**src/rtl/psum_ctrl.sv**
```systemverilog
// psum_ctrl: sequencing controller for a partial-sum buffer fed by a PE array.
// A job zero-fills the buffer once (INIT). For each output row it then
// accumulates cfg_ch_groups passes of cfg_row_len beats (ACC), waits for the
// adder pipeline to settle (FLUSH), and reads the sums out while writing zeros
// back (DRAIN). A job ends with a one-cycle done pulse (FIN).
// Optional feature: define PSUM_CTRL_PERF_EN to add the perf_cycles and
// perf_stalls counters.
module psum_ctrl #(
    parameter int LEN_W = 8,
    parameter int CNT_W = 8
) (
    input  logic             clk,
    input  logic             rst_n,
    input  logic             start,
    input  logic [LEN_W-1:0] cfg_row_len,
    input  logic [CNT_W-1:0] cfg_ch_groups,
    input  logic [CNT_W-1:0] cfg_rows,
    input  logic             pe_valid,
    output logic             pe_ready,
    output logic             p_init,
    output logic             p_valid_data,
    output logic             p_write_zero,
    output logic [LEN_W-1:0] col_idx,
    output logic [CNT_W-1:0] ch_idx,
    output logic [CNT_W-1:0] row_idx,
`ifdef PSUM_CTRL_PERF_EN
    output logic [31:0]      perf_cycles,
    output logic [31:0]      perf_stalls,
`endif
    output logic             busy,
    output logic             done,
    output logic             cfg_err
);

    typedef enum logic [2:0] {
        S_IDLE,
        S_INIT,
        S_ACC,
        S_FLUSH,
        S_DRAIN,
        S_FIN
    } state_t;

    // The adder pipeline has 3 stages, so the last write retires 3 cycles
    // after the final accepted beat.
    localparam logic [1:0] FLUSH_LAST = 2'd2;

    state_t             state_q, state_d;
    logic [LEN_W-1:0]   col_q, col_d;
    logic [CNT_W-1:0]   ch_q, ch_d;
    logic [CNT_W-1:0]   row_q, row_d;
    logic [1:0]         fl_q, fl_d;
    logic [LEN_W-1:0]   len_q, len_d;
    logic [CNT_W-1:0]   grp_q, grp_d;
    logic [CNT_W-1:0]   rows_q, rows_d;
    logic               err_q, err_d;

    logic col_last;
    logic ch_last;
    logic row_last;
    logic cfg_zero;
    logic accept;

    assign col_last = (col_q == len_q - LEN_W'(1));
    assign ch_last  = (ch_q == grp_q - CNT_W'(1));
    assign row_last = (row_q == rows_q - CNT_W'(1));
    assign cfg_zero = (cfg_row_len == '0) || (cfg_ch_groups == '0) || (cfg_rows == '0);
    assign accept   = (state_q == S_IDLE) && start;

    // State and counter registers; the latched job configuration lives here too.
    // NOTE: sequential state uses non-blocking (<=) so every register samples
    // the pre-edge values regardless of statement order.
    always_ff @(posedge clk or negedge rst_n) begin
        if (!rst_n) begin
            state_q <= S_IDLE;
            col_q   <= '0;
            ch_q    <= '0;
            row_q   <= '0;
            fl_q    <= '0;
            len_q   <= '0;
            grp_q   <= '0;
            rows_q  <= '0;
            err_q   <= 1'b0;
        end else begin
            state_q <= state_d;
            col_q   <= col_d;
            ch_q    <= ch_d;
            row_q   <= row_d;
            fl_q    <= fl_d;
            len_q   <= len_d;
            grp_q   <= grp_d;
            rows_q  <= rows_d;
            err_q   <= err_d;
        end
    end

    // Next-state and counter sequencing for the job.
    // NOTE: every signal gets a hold default before the case so no path
    // leaves one unassigned, which would infer a latch.
    always_comb begin
        state_d = state_q;
        col_d   = col_q;
        ch_d    = ch_q;
        row_d   = row_q;
        fl_d    = fl_q;
        len_d   = len_q;
        grp_d   = grp_q;
        rows_d  = rows_q;
        err_d   = err_q;

        case (state_q)
            S_IDLE: begin
                if (start) begin
                    len_d   = cfg_row_len;
                    grp_d   = cfg_ch_groups;
                    rows_d  = cfg_rows;
                    col_d   = '0;
                    ch_d    = '0;
                    row_d   = '0;
                    err_d   = cfg_zero;
                    state_d = cfg_zero ? S_FIN : S_INIT;
                end
            end
            S_INIT: begin
                if (col_last) begin
                    col_d   = '0;
                    state_d = S_ACC;
                end else begin
                    col_d = col_q + LEN_W'(1);
                end
            end
            S_ACC: begin
                // pe_ready is always high here, so pe_valid alone marks a beat.
                if (pe_valid) begin
                    if (col_last) begin
                        col_d = '0;
                        if (ch_last) begin
                            fl_d    = '0;
                            state_d = S_FLUSH;
                        end else begin
                            ch_d = ch_q + CNT_W'(1);
                        end
                    end else begin
                        col_d = col_q + LEN_W'(1);
                    end
                end
            end
            S_FLUSH: begin
                if (fl_q == FLUSH_LAST) begin
                    state_d = S_DRAIN;
                end else begin
                    fl_d = fl_q + 2'd1;
                end
            end
            S_DRAIN: begin
                if (col_last) begin
                    col_d = '0;
                    if (row_last) begin
                        state_d = S_FIN;
                    end else begin
                        // DRAIN leaves the buffer zero-filled, so the next row
                        // starts accumulating without another INIT.
                        row_d   = row_q + CNT_W'(1);
                        ch_d    = '0;
                        state_d = S_ACC;
                    end
                end else begin
                    col_d = col_q + LEN_W'(1);
                end
            end
            S_FIN: begin
                state_d = S_IDLE;
            end
            default: begin
                state_d = S_IDLE;
            end
        endcase
    end

    // Outputs decode registered state; pe_valid reaches only p_valid_data.
    assign busy         = (state_q != S_IDLE);
    assign done         = (state_q == S_FIN);
    assign pe_ready     = (state_q == S_ACC);
    assign p_init       = (state_q == S_INIT);
    assign p_valid_data = (state_q == S_ACC) && pe_valid;
    assign p_write_zero = (state_q == S_DRAIN);
    assign col_idx      = col_q;
    assign ch_idx       = ch_q;
    assign row_idx      = row_q;
    assign cfg_err      = err_q;

`ifdef PSUM_CTRL_PERF_EN
    logic [31:0] cyc_q;
    logic [31:0] stall_q;

    // Saturating busy-cycle and ACC-stall counters, cleared by an accepted start.
    always_ff @(posedge clk or negedge rst_n) begin
        if (!rst_n) begin
            cyc_q   <= '0;
            stall_q <= '0;
        end else if (accept) begin
            cyc_q   <= '0;
            stall_q <= '0;
        end else begin
            if (busy && (cyc_q != '1)) begin
                cyc_q <= cyc_q + 32'd1;
            end
            if ((state_q == S_ACC) && !pe_valid && (stall_q != '1)) begin
                stall_q <= stall_q + 32'd1;
            end
        end
    end

    assign perf_cycles = cyc_q;
    assign perf_stalls = stall_q;
`else
    logic unused_accept;
    assign unused_accept = accept;
`endif

endmodule

```
**config.mk**
```make
export PLATFORM = sky130hd
export DESIGN_NAME = psum_ctrl
export DESIGN_NICKNAME = d
export VERILOG_FILES = /design/src/rtl/psum_ctrl.sv
export SDC_FILE = /design/constraint.sdc
export NUM_CORES = 1
export LEC_CHECK = 0
export CELL_PAD_IN_SITES_DETAIL_PLACEMENT = 1
export CELL_PAD_IN_SITES_GLOBAL_PLACEMENT = 1
export CORE_AREA = 5 5 99 101
export DETAILED_ROUTE_END_ITERATION = 6
export DIE_AREA = 0 0 104 106
export HOLD_SLACK_MARGIN = 0.06
export PLACE_DENSITY_LB_ADDON = 0.1
export SKIP_CTS_REPAIR_TIMING = 1
export SLEW_MARGIN = 10
export SYNTH_ARGS = -nofsm -noshare
export SYNTH_HDL_FRONTEND = slang
export SYNTH_SLANG_ARGS = --single-unit
```
**constraint.sdc**
```tcl
create_clock -name clk -period 2.75 [get_ports clk]
set_input_delay 0.825 -clock clk [delete_from_list [all_inputs] [get_ports clk]]
set_output_delay 0.825 -clock clk [all_outputs]
set_load 0.05 [all_outputs]
```
==> summary.md <==
## Placed design
• 7440 um — final HPWL from detailed placement
• 0.777 — gpl congestion
• 0.00432 mm^2 — post-placement cell area
• 58 — count of port buffers added during placement
• 551 — total instance count after detailed placement

## Min path
• input pin to async pin — worst min-delay path category

## Detailed routing
• 5.60 — via/cell ratio
• 3,142 — number of vias after detailed routing
• 0 — Routed Antenna Nets
• 4 — number of detailed-route iterations in the first pass
• 0 — DRC violation count after routing
• 9770 um — DRT Wirelength
• 17.4 um — average wire length per cell after detail routing
• 60 — DRT iter0 DRCs

## Yosys
• dfrtp_1 (39%), mux2_2 (5.1%), xnor2_1 (4.7%) — largest cells by area after synthesis
• 67 — number of unique standard cell types used by synthesis
• 38.5% — Seq/Total Area, Yosys
• dfrtp_1 — most common cell in the netlist
• 417 — number of nets in the synthesized netlist
• dfrtp_1 — leading area contributor after synthesis
• 0.00351 mm^2 — cell area after synthesis
• 100% — Async S/R FF share, synth
• 0 — number of enable-type register cells in the synthesized netlist
• dfrtp_1 — main flop type after synthesis
• dfrtp_1 (54), nand2_1 (35), nor2_1 (32) — leading cell types by count after synthesis
• 382 — post-synthesis instance total
• 9.18 um^2 — post-synthesis area per instance
• 0 — count of warnings emitted by yosys
• 38.5% — area share of the largest cell type after synthesis
• 54 — flops & latches, synth

## Final layout
• 561 — final cell count without fillers
• 50.5% — final core utilization
• 17.8% — ratio of cells with drive above 1 in the final layout
• 0 — antenna diode count
• 484 — net count reported at finish
• 0.00451 mm^2 — Finished Cell Area
• 28.7% — Synth-to-Final Area Change

## Setup path
• register — Critical Path Start Type
• register to register — WS Path Type
• 7 — Crit Path Max Fanout
• len_q[2] — R2R Path Start
• len_q[2] — worst setup path startpoint
• 50 ps — r2r setup slk
• 2900 ps — arrival time worst endpoint
• 2950 ps — required time worst endpoint
• register — critical path endpoint category

## Timing
• 0 — final hold viol count
• 489 ps — worst hold slack after final layout
• true — unrepaired setup endpoints after global routing
• 576 ps — slew of the pin with the lowest slew margin
• 0.370 GHz — maximum operating frequency
• 61.6% — tightest slew margin relative to the limit
• 0 — Max Slew Vio Count
• 2700 ps — Final Critical Period
• 98.3% — portion of the clock cycle consumed by the worst path in the final layout
• 4.41 ps — Worst Clk Skew
• 0 — Finish-stage setup viols

## GRT
• 0 — grt total ovfl
• 16,700 um — global-route wire length before repair
• 0 — number of antenna violations at the first check in global routing
• 3,348 — number of global-route vias before repair
• 3.04% — routing usage on met3
• 30.4% — fraction of met2 tracks used by global routing
• 41 — maximum number of pins on one net before global-route repair
• 24.3% — met1 track demand over resource in global routing
• 18.1% — global router's overall resource usage
• met2 — highest-utilization routing layer at the global route stage

## Clock tree
• 310 ps — Skew-Pair Late Insertion Delay
• built — clock tree from TritonCTS
• 2 — maximum buffer depth of the clock tree
• 100 ps — Clock Pin Slew Worst Setup and Hold Paths
• 2 — Max H-tree Level
• clkbuf_8 — CTS Root Buffer Type
• 54 — TritonCTS sink count
• 5 — number of buffers added by the clock tree synthesis step

## Floorplanning
• 104 um — die extent in x
• 106 um — die boundary height
• 0.00893 mm^2 — standard cell core area
• 35 — site row count
• 39.3% — initial standard-cell utilization of the core
• 59 — # IOs
• 0.0110 mm^2 — full die area

## Status
• finished, final reports clean — outcome

## Power
• 0.765 mV — Peak supply drop
• 1.81 nW — Static Leak
• 978 mW/mm^2 — power per unit of standard cell area

## Flow run
• 0 — number of max-cap violations

-- per-layer routing --
metal	vias to the layer above	share of wire [%]
met5	-	0
met2	39	50
met4	0	1.4
li1	1503	-
met1	1590	47
met3	10	2.3
-- layout make-up --
cell class	instances	area (um^2)
fillers	1059	4420
multi-input cells	290	2060
flip-flops and latches	54	1360
repair buffers	74	756
well taps	111	139
inverters	24	90.1
clock buffers	5	68.8
clock inverters	3	40.0
-- critical path, cell delays in order (launching register included) --
cell and delay, ps:
dfrtp_2 500, o31a_1 330, a21o_1 160, a311o_2 420, o211a_2 170, o21a_1 210, or2_4 260, o221ai_2 190
mux2_1 350
-- report_power, final --
part	internal [W]	total, W	switching, W
Clock	0.000269	0.000547	0.000278
Combinational	0.00112	0.00245	0.00133
Sequential	0.00104	0.00142	0.000376
Total	0.00243	0.00441	0.00198
-- final timing paths --
kind	endpoint	cells past startpoint
worst max-delay path	state_q[0]	8
worst min-delay path	rows_q[6]	1
worst max register to register	state_q[0]	8
worst min register to register	fl_q[0]	1
max in group asynchronous	ch_idx[4]	2
min in group clk	fl_q[0]	1
-- stage by stage --
step	TNS, ps	setup WS (ps)	total power [W]
4_1_cts	-58.7	-53.3	0.00434
3_3_place_gp	0	111	0.00367
5_1_grt	-53.0	-33.6	0.00474
2_1_floorplan	0	39.1	0.00301
6_report	0	47.2	0.00441
3_5_place_dp	-16.3	-16.3	0.00377
-- cell families (layout without fill, tap and decap cells) --
group                    Yosys count  in the layout  synth area share [%]
buffers and inverters             38            106                  4.42
AND/OR/NAND/NOR                  146            146                  22.6
AO/OA/AOI/OAI                     85             85                  17.1
multiplexers                      22             22                  6.99
adder cells (fa/ha/maj)            7              7                  2.50
flip-flops                        54             54                  38.5
XOR/XNOR                          30             30                  7.92
-- cell usage in the layout (no fill, tap or decap), types with 6 or more instances in the layout --
cell type / count
clkdlybuf4s50_1: 51
xor2_1: 10
a21oi_1: 14
nand3_1: 8
nand4_1: 6
inv_1: 22
buf_12: 6
nor4_1: 8
dfrtp_1: 50
buf_4: 16
nor3_1: 8
nor2_1: 31
xnor2_1: 19
nand2_1: 35
nand2b_1: 7
o21ai_0: 28
mux2_2: 16
ha_1: 6
-- sequential cells by signal, indices dropped and copies added (netlist names) --
register / count
ch_idx: 8
col_idx: 8
grp_q: 8
len_q: 8
row_idx: 8
rows_q: 8
state_q: 3
fl_q: 2
cfg_err: 1
Power figures use the tool's default switching activity.
